[src/rtl/mem_arbiter.sv]
// Purpose : arbitrate one unified memory bus between the ifetch and data requesters.
// Latency : request to bus_valid is 1 cycle; done is combinational with bus_rsp_valid.
// Backpres: bus outputs are held stable until bus_ready; requesters stall until done.
//
// Ports:
//   clk, rst                         clock, synchronous active-high reset
//   i_req/i_addr -> i_done/i_data    ifetch read port, i_stallreq = i_req & ~i_done
//   d_req/d_we/d_addr/d_w_data/d_w_mask -> d_done/d_r_data    data port, d_stallreq
//   bus_valid/bus_ready/bus_addr/bus_we/bus_w_data/bus_w_mask  unified bus request
//   bus_rsp_valid/bus_rsp_data       unified bus response
//   stat_i_grants/stat_d_grants/stat_conflicts   perf counters
// Optional feature: define RVCPU_MEM_ARB_STATS_EN to build the perf counters;
// otherwise the stat ports are tied to zero and no counter flops exist.
module mem_arbiter #(
  parameter int Width     = 32,
  parameter int MaxStarve = 4
) (
  input  logic             clk,
  input  logic             rst,
  // ifetch requester
  input  logic             i_req,
  input  logic [Width-1:0] i_addr,
  output logic             i_done,
  output logic [Width-1:0] i_data,
  output logic             i_stallreq,
  // data requester
  input  logic             d_req,
  input  logic             d_we,
  input  logic [Width-1:0] d_addr,
  input  logic [Width-1:0] d_w_data,
  input  logic [3:0]       d_w_mask,
  output logic             d_done,
  output logic [Width-1:0] d_r_data,
  output logic             d_stallreq,
  // unified bus
  output logic             bus_valid,
  input  logic             bus_ready,
  output logic [Width-1:0] bus_addr,
  output logic             bus_we,
  output logic [Width-1:0] bus_w_data,
  output logic [3:0]       bus_w_mask,
  input  logic             bus_rsp_valid,
  input  logic [Width-1:0] bus_rsp_data,
  // perf counters
  output logic [31:0]      stat_i_grants,
  output logic [31:0]      stat_d_grants,
  output logic [31:0]      stat_conflicts
);

  localparam int StarveW = $clog2(MaxStarve + 1);
  localparam logic [StarveW-1:0] StarveMax = StarveW'(MaxStarve);

  typedef enum logic [1:0] {
    IDLE = 2'd0,
    REQ  = 2'd1,
    RESP = 2'd2
  } state_e;

  state_e             r_state;
  state_e             w_state_nxt;
  logic               r_owner_d;     // 1: data requester owns the transaction
  logic [StarveW-1:0] r_starve;      // consecutive data grants while ifetch waited
  logic [Width-1:0]   r_bus_addr;
  logic               r_bus_we;
  logic [Width-1:0]   r_bus_w_data;
  logic [3:0]         r_bus_w_mask;

  logic               w_grant_i;
  logic               w_grant_d;
  logic               w_i_done;
  logic               w_d_done;

  // Next-state and grant decode. Requests are only looked at in IDLE.
  always_comb begin
    w_state_nxt = r_state;
    w_grant_i   = 1'b0;
    w_grant_d   = 1'b0;
    w_i_done    = 1'b0;
    w_d_done    = 1'b0;
    unique case (r_state)
      IDLE: begin
        // Data wins a conflict unless ifetch has already been passed over MaxStarve times.
        if (i_req && (!d_req || (r_starve == StarveMax))) begin
          w_grant_i = 1'b1;
        end else if (d_req) begin
          w_grant_d = 1'b1;
        end
        if (w_grant_i || w_grant_d) begin
          w_state_nxt = REQ;
        end
      end
      REQ: begin
        if (bus_ready) begin
          w_state_nxt = RESP;
        end
      end
      RESP: begin
        if (bus_rsp_valid) begin
          w_state_nxt = IDLE;
          w_i_done    = !r_owner_d;
          w_d_done    = r_owner_d;
        end
      end
      default: w_state_nxt = IDLE;
    endcase
  end

  always_ff @(posedge clk) begin
    if (rst) begin
      r_state      <= IDLE;
      r_owner_d    <= 1'b0;
      r_starve     <= '0;
      r_bus_addr   <= '0;
      r_bus_we     <= 1'b0;
      r_bus_w_data <= '0;
      r_bus_w_mask <= 4'b0000;
    end else begin
      r_state <= w_state_nxt;
      if (w_grant_i) begin
        r_owner_d    <= 1'b0;
        r_bus_addr   <= i_addr;
        r_bus_we     <= 1'b0;
        r_bus_w_data <= '0;
        r_bus_w_mask <= 4'b0000;
        r_starve     <= '0;
      end else if (w_grant_d) begin
        r_owner_d    <= 1'b1;
        r_bus_addr   <= d_addr;
        r_bus_we     <= d_we;
        r_bus_w_data <= d_we ? d_w_data : '0;
        r_bus_w_mask <= d_we ? d_w_mask : 4'b0000;
        if (i_req && (r_starve != StarveMax)) begin
          r_starve <= r_starve + 1'b1;
        end
      end
    end
  end

  assign bus_valid  = (r_state == REQ);
  assign bus_addr   = r_bus_addr;
  assign bus_we     = r_bus_we;
  assign bus_w_data = r_bus_w_data;
  assign bus_w_mask = r_bus_w_mask;

  assign i_done     = w_i_done;
  assign i_data     = w_i_done ? bus_rsp_data : '0;
  assign d_done     = w_d_done;
  // Write acks carry no data; force zero so the pipeline never sees bus garbage.
  assign d_r_data   = (w_d_done && !r_bus_we) ? bus_rsp_data : '0;

  assign i_stallreq = i_req && !w_i_done;
  assign d_stallreq = d_req && !w_d_done;

`ifdef RVCPU_MEM_ARB_STATS_EN
  logic [31:0] r_stat_i;
  logic [31:0] r_stat_d;
  logic [31:0] r_stat_c;

  always_ff @(posedge clk) begin
    if (rst) begin
      r_stat_i <= '0;
      r_stat_d <= '0;
      r_stat_c <= '0;
    end else begin
      if (w_grant_i) r_stat_i <= r_stat_i + 32'd1;
      if (w_grant_d) r_stat_d <= r_stat_d + 32'd1;
      if ((r_state == IDLE) && i_req && d_req) r_stat_c <= r_stat_c + 32'd1;
    end
  end

  assign stat_i_grants  = r_stat_i;
  assign stat_d_grants  = r_stat_d;
  assign stat_conflicts = r_stat_c;
`else
  assign stat_i_grants  = '0;
  assign stat_d_grants  = '0;
  assign stat_conflicts = '0;
`endif

endmodule

[config.mk]
export PLATFORM = sky130hd
export DESIGN_NAME = mem_arbiter
export DESIGN_NICKNAME = d
export VERILOG_FILES = /design/src/rtl/mem_arbiter.sv
export SDC_FILE = /design/constraint.sdc
export NUM_CORES = 1
export LEC_CHECK = 0
export ABC_AREA = 1
export CAP_MARGIN = 10
export CORE_AREA = 4 4 142 144
export CTS_BUF_LIST = sky130_fd_sc_hd__clkbuf_8
export CTS_CLUSTER_SIZE = 28
export DETAILED_ROUTE_END_ITERATION = 10
export DIE_AREA = 0 0 146 148
export GPL_TIMING_DRIVEN = 0
export PLACE_DENSITY = 0.7
export SYNTH_ARGS = -nofsm -noshare
export SYNTH_HDL_FRONTEND = slang
export SYNTH_SLANG_ARGS = --single-unit
[constraint.sdc]
create_clock -name clk -period 2.2 [get_ports clk]
set_input_delay 0.22 -clock clk [delete_from_list [all_inputs] [get_ports clk]]
set_output_delay 0.22 -clock clk [all_outputs]
set_load 0.005 [all_outputs]
==> results.cfg <==
[logic_synthesis]
synth_warnings = 0
synth-async-reset-ratio_pct = 0
synth_edf_count = 0
yosys.area_share.adder_pct = 0.5159
synth-xor-area-share_pct = 0.1806
yosysSeqAreaShare_pct = 30.95
syn-instance-count = 739
syn_avg_cell_area_sq_um = 6.564
synth-seq-cells = 75
synth_mux_area_share_pct = 0
ys.flop_type = dfxtp_1
synth-compound-area-share_pct = 8.073
synth_top_family_by_area = simple AND/OR/NAND/NOR gates
synthSimpleGateAreaFrac_pct = 31.55
netlist_area_sq_mm = 0.004851
yosysUniqueCellTypes = 23

[sta]
setup_ws_ns = 0.1082
grt_setup_unrepaired = false
hold_viol = 0
worst_pin_slew_ns = 0.6042
fmax_ghz = 0.4781
skew_ns = 0.01310
slew_headroom_pct = 59.72
drv_slew = 0
post-route-period-util_pct = 95.08
timing.setup.tns_ns = 0
setup_viol = 0
fin_crit_ns = 2.092

[die]
rows = 50
die_x_um = 146
die_h_um = 148
start_util_pct = 25.93
coreArea_sq_mm = 0.01871
pin_count = 373
fp.dieArea_sq_mm = 0.02161

[place]
io_buffers = 273
pre_cts_ws_ns = -0.2287
globalplace.congestion = 0.7919
hpwl_mm = 16.15

[routing]
wl_per_cell_um = 14.44
drc_errors = 0
routed_wl_mm = 19.71
drtIter0Drc = 103
postRouteAntennaNets = 0
drtPass1Iterations = 4
vias = 5523
via_per_inst = 4.046

[setup_path]
path_class = reg -> out
critical_path_arrival_ns = 1.87
cp.required_ns = 1.98
crit_path_max_fanout = 10
worstSetupEndpointType = output pin
startpoint_type = register

[clock_network]
clockRootBuffer = clkbuf_8
cts_buffer_depth = 2
clock_sinks = 75
cts_buffers = 9
clk_latency_ns = 0.36
cts_tree = done
h-tree-depth = 3
cts.clk_slew.worst_paths_ns = 0.08

[finish]
nets = 1267
mostFrequentLayoutCell = clkdlybuf4s50_1
layout-drive-gt1-share_pct = 15.03
final_cell_mix = clkdlybuf4s50_1 (216), nand2_1 (150), buf_4 (115), inv_1 (107), conb_1 (96)
diodes = 0
area_delta_synth_final_pct = 75.24

[power]
power.total_mw = 3.846
p_per_area_mw_per_mm2 = 452.5
ir_drop_uv = 337.0
power_leakage_nw = 4.390

[min_path]
hp-class = in -> reg

[global_route]
antenna_found_initial = 1
track_usage_pct = 17.15
grt_max_degree = 13
grt_pass1_vias = 5217
grt_pass1_wl_mm = 29.31
gr-total-overflow = 0

[run]
maxCapViolCount = 0

[run_status]
outcome = completed
[Yosys cell counts, types with 2 or more instances]
| library cell | count | share of area (%) |
|---|---|---|
| nand2_1 | 152 | 12 |
| inv_1 | 107 | 8.3 |
| buf_4 | 106 | 16 |
| a21oi_1 | 75 | 7.7 |
| dfxtp_1 | 75 | 31 |
| nor2_1 | 69 | 5.3 |
| nand3b_1 | 36 | 5.6 |
| nand3_1 | 34 | 3.5 |
| nand4_1 | 32 | 4.1 |
| buf_2 | 22 | 2.3 |
| clkbuf_1 | 13 | 1.0 |
| buf_1 | 3 | 0.23 |
| inv_2 | 3 | 0.23 |
| ha_1 | 2 | 0.52 |
| nand2_2 | 2 | 0.26 |
[metal layers]
layer / routed length (um) / track usage (%) / vias to the layer above / share of wire [%]
met1: 7262 / 17.71 / 2435 / 37
met5: 7 / 0 / - / 0.036
met4: 213 / 3.434 / 2 / 1.1
met3: 1821 / 6.898 / 16 / 9.2
li1: - / - / 2872 / -
met2: 10400 / 32.78 / 198 / 53
[cell families (layout without fill, tap and decap cells)]
| logic type | after synthesis | after routing |
|---|---|---|
| xor gates and xnor gates | 1 | 1 |
| adders and majority gates | 2 | 2 |
| other | 1 | 96 |
| AOI/OAI and AO/OA | 76 | 76 |
| buffers and inverters | 255 | 552 |
| and+or+nand+nor | 329 | 329 |
| DFF | 75 | 75 |
[worst max-delay path: stages (launching register included)]
cell and delay (ns):
dfxtp_2 0.35, inv_1 0.08, nor3_4 0.24, nand2_4 0.12, buf_6 0.16, nor2_1 0.08, clkdlybuf4s50_1 0.50
[flip-flops by register name (all words and copies together) (netlist names)]
register    flops
bus_w_data     32
r_starve        3
bus_w_mask      4
bus_addr       32
bus_we          1
r_state         2
r_owner_d       1
[power by group]
part	leakage (nW)	total [mW]	internal, mW	switching (mW)
combinational	3.67	1.25	0.684	0.568
clock	0.103	1.08	0.545	0.536
sequential	0.616	1.51	1.46	0.0534
total	4.39	3.85	2.69	1.16
[stage by stage]
| stage | std cells | area (sq um) | utilization, % | hold WS [ns] |
|---|---|---|---|---|
| after floorplan | 834 | 5207 | - | 0.3631 |
| after global placement | 1341 | 8233 | 44.01 | 0.4465 |
| after detailed placement | 1341 | 8233 | 44.01 | 0.4537 |
| after CTS | 1362 | 8464 | 45.25 | 0.2588 |
| after global routing | 1365 | 8501 | 45.44 | 0.2907 |
| final | 1365 | 8501 | 45.44 | 0.2782 |
[final cells by class]
cell class | count | area (sq um)
repair buffers | 281 | 2743
well taps | 234 | 292.8
flip-flops and latches | 75 | 1508
fillers | 1939 | 10200
clock inverters | 6 | 56.30
inverters | 110 | 412.9
plain buffers | 145 | 1011
multi-input cells | 504 | 2340
clock buffers | 10 | 137.6
[worst paths after layout]
check | depth (start not counted) | slack (ns) | end | start
max | 6 | 0.11 | d_r_data[20] | r_owner_d
min | 4 | 0.28 | bus_w_data[24] | d_we
max reg2reg | 9 | 0.46 | bus_addr[27] | r_starve[0]
min reg2reg | 2 | 0.46 | bus_w_data[19] | bus_w_data[19]
[timing repair]
action	in CTS	in global routing
cloned	0	0
endpoints found under the hold margin	0	0
hold buffers	0	0
endpoints found under the setup margin	64	10
setup buffers	5	3
gates resized for setup	75	6
pin swaps	2	3
(Power assumes the default switching activity.)
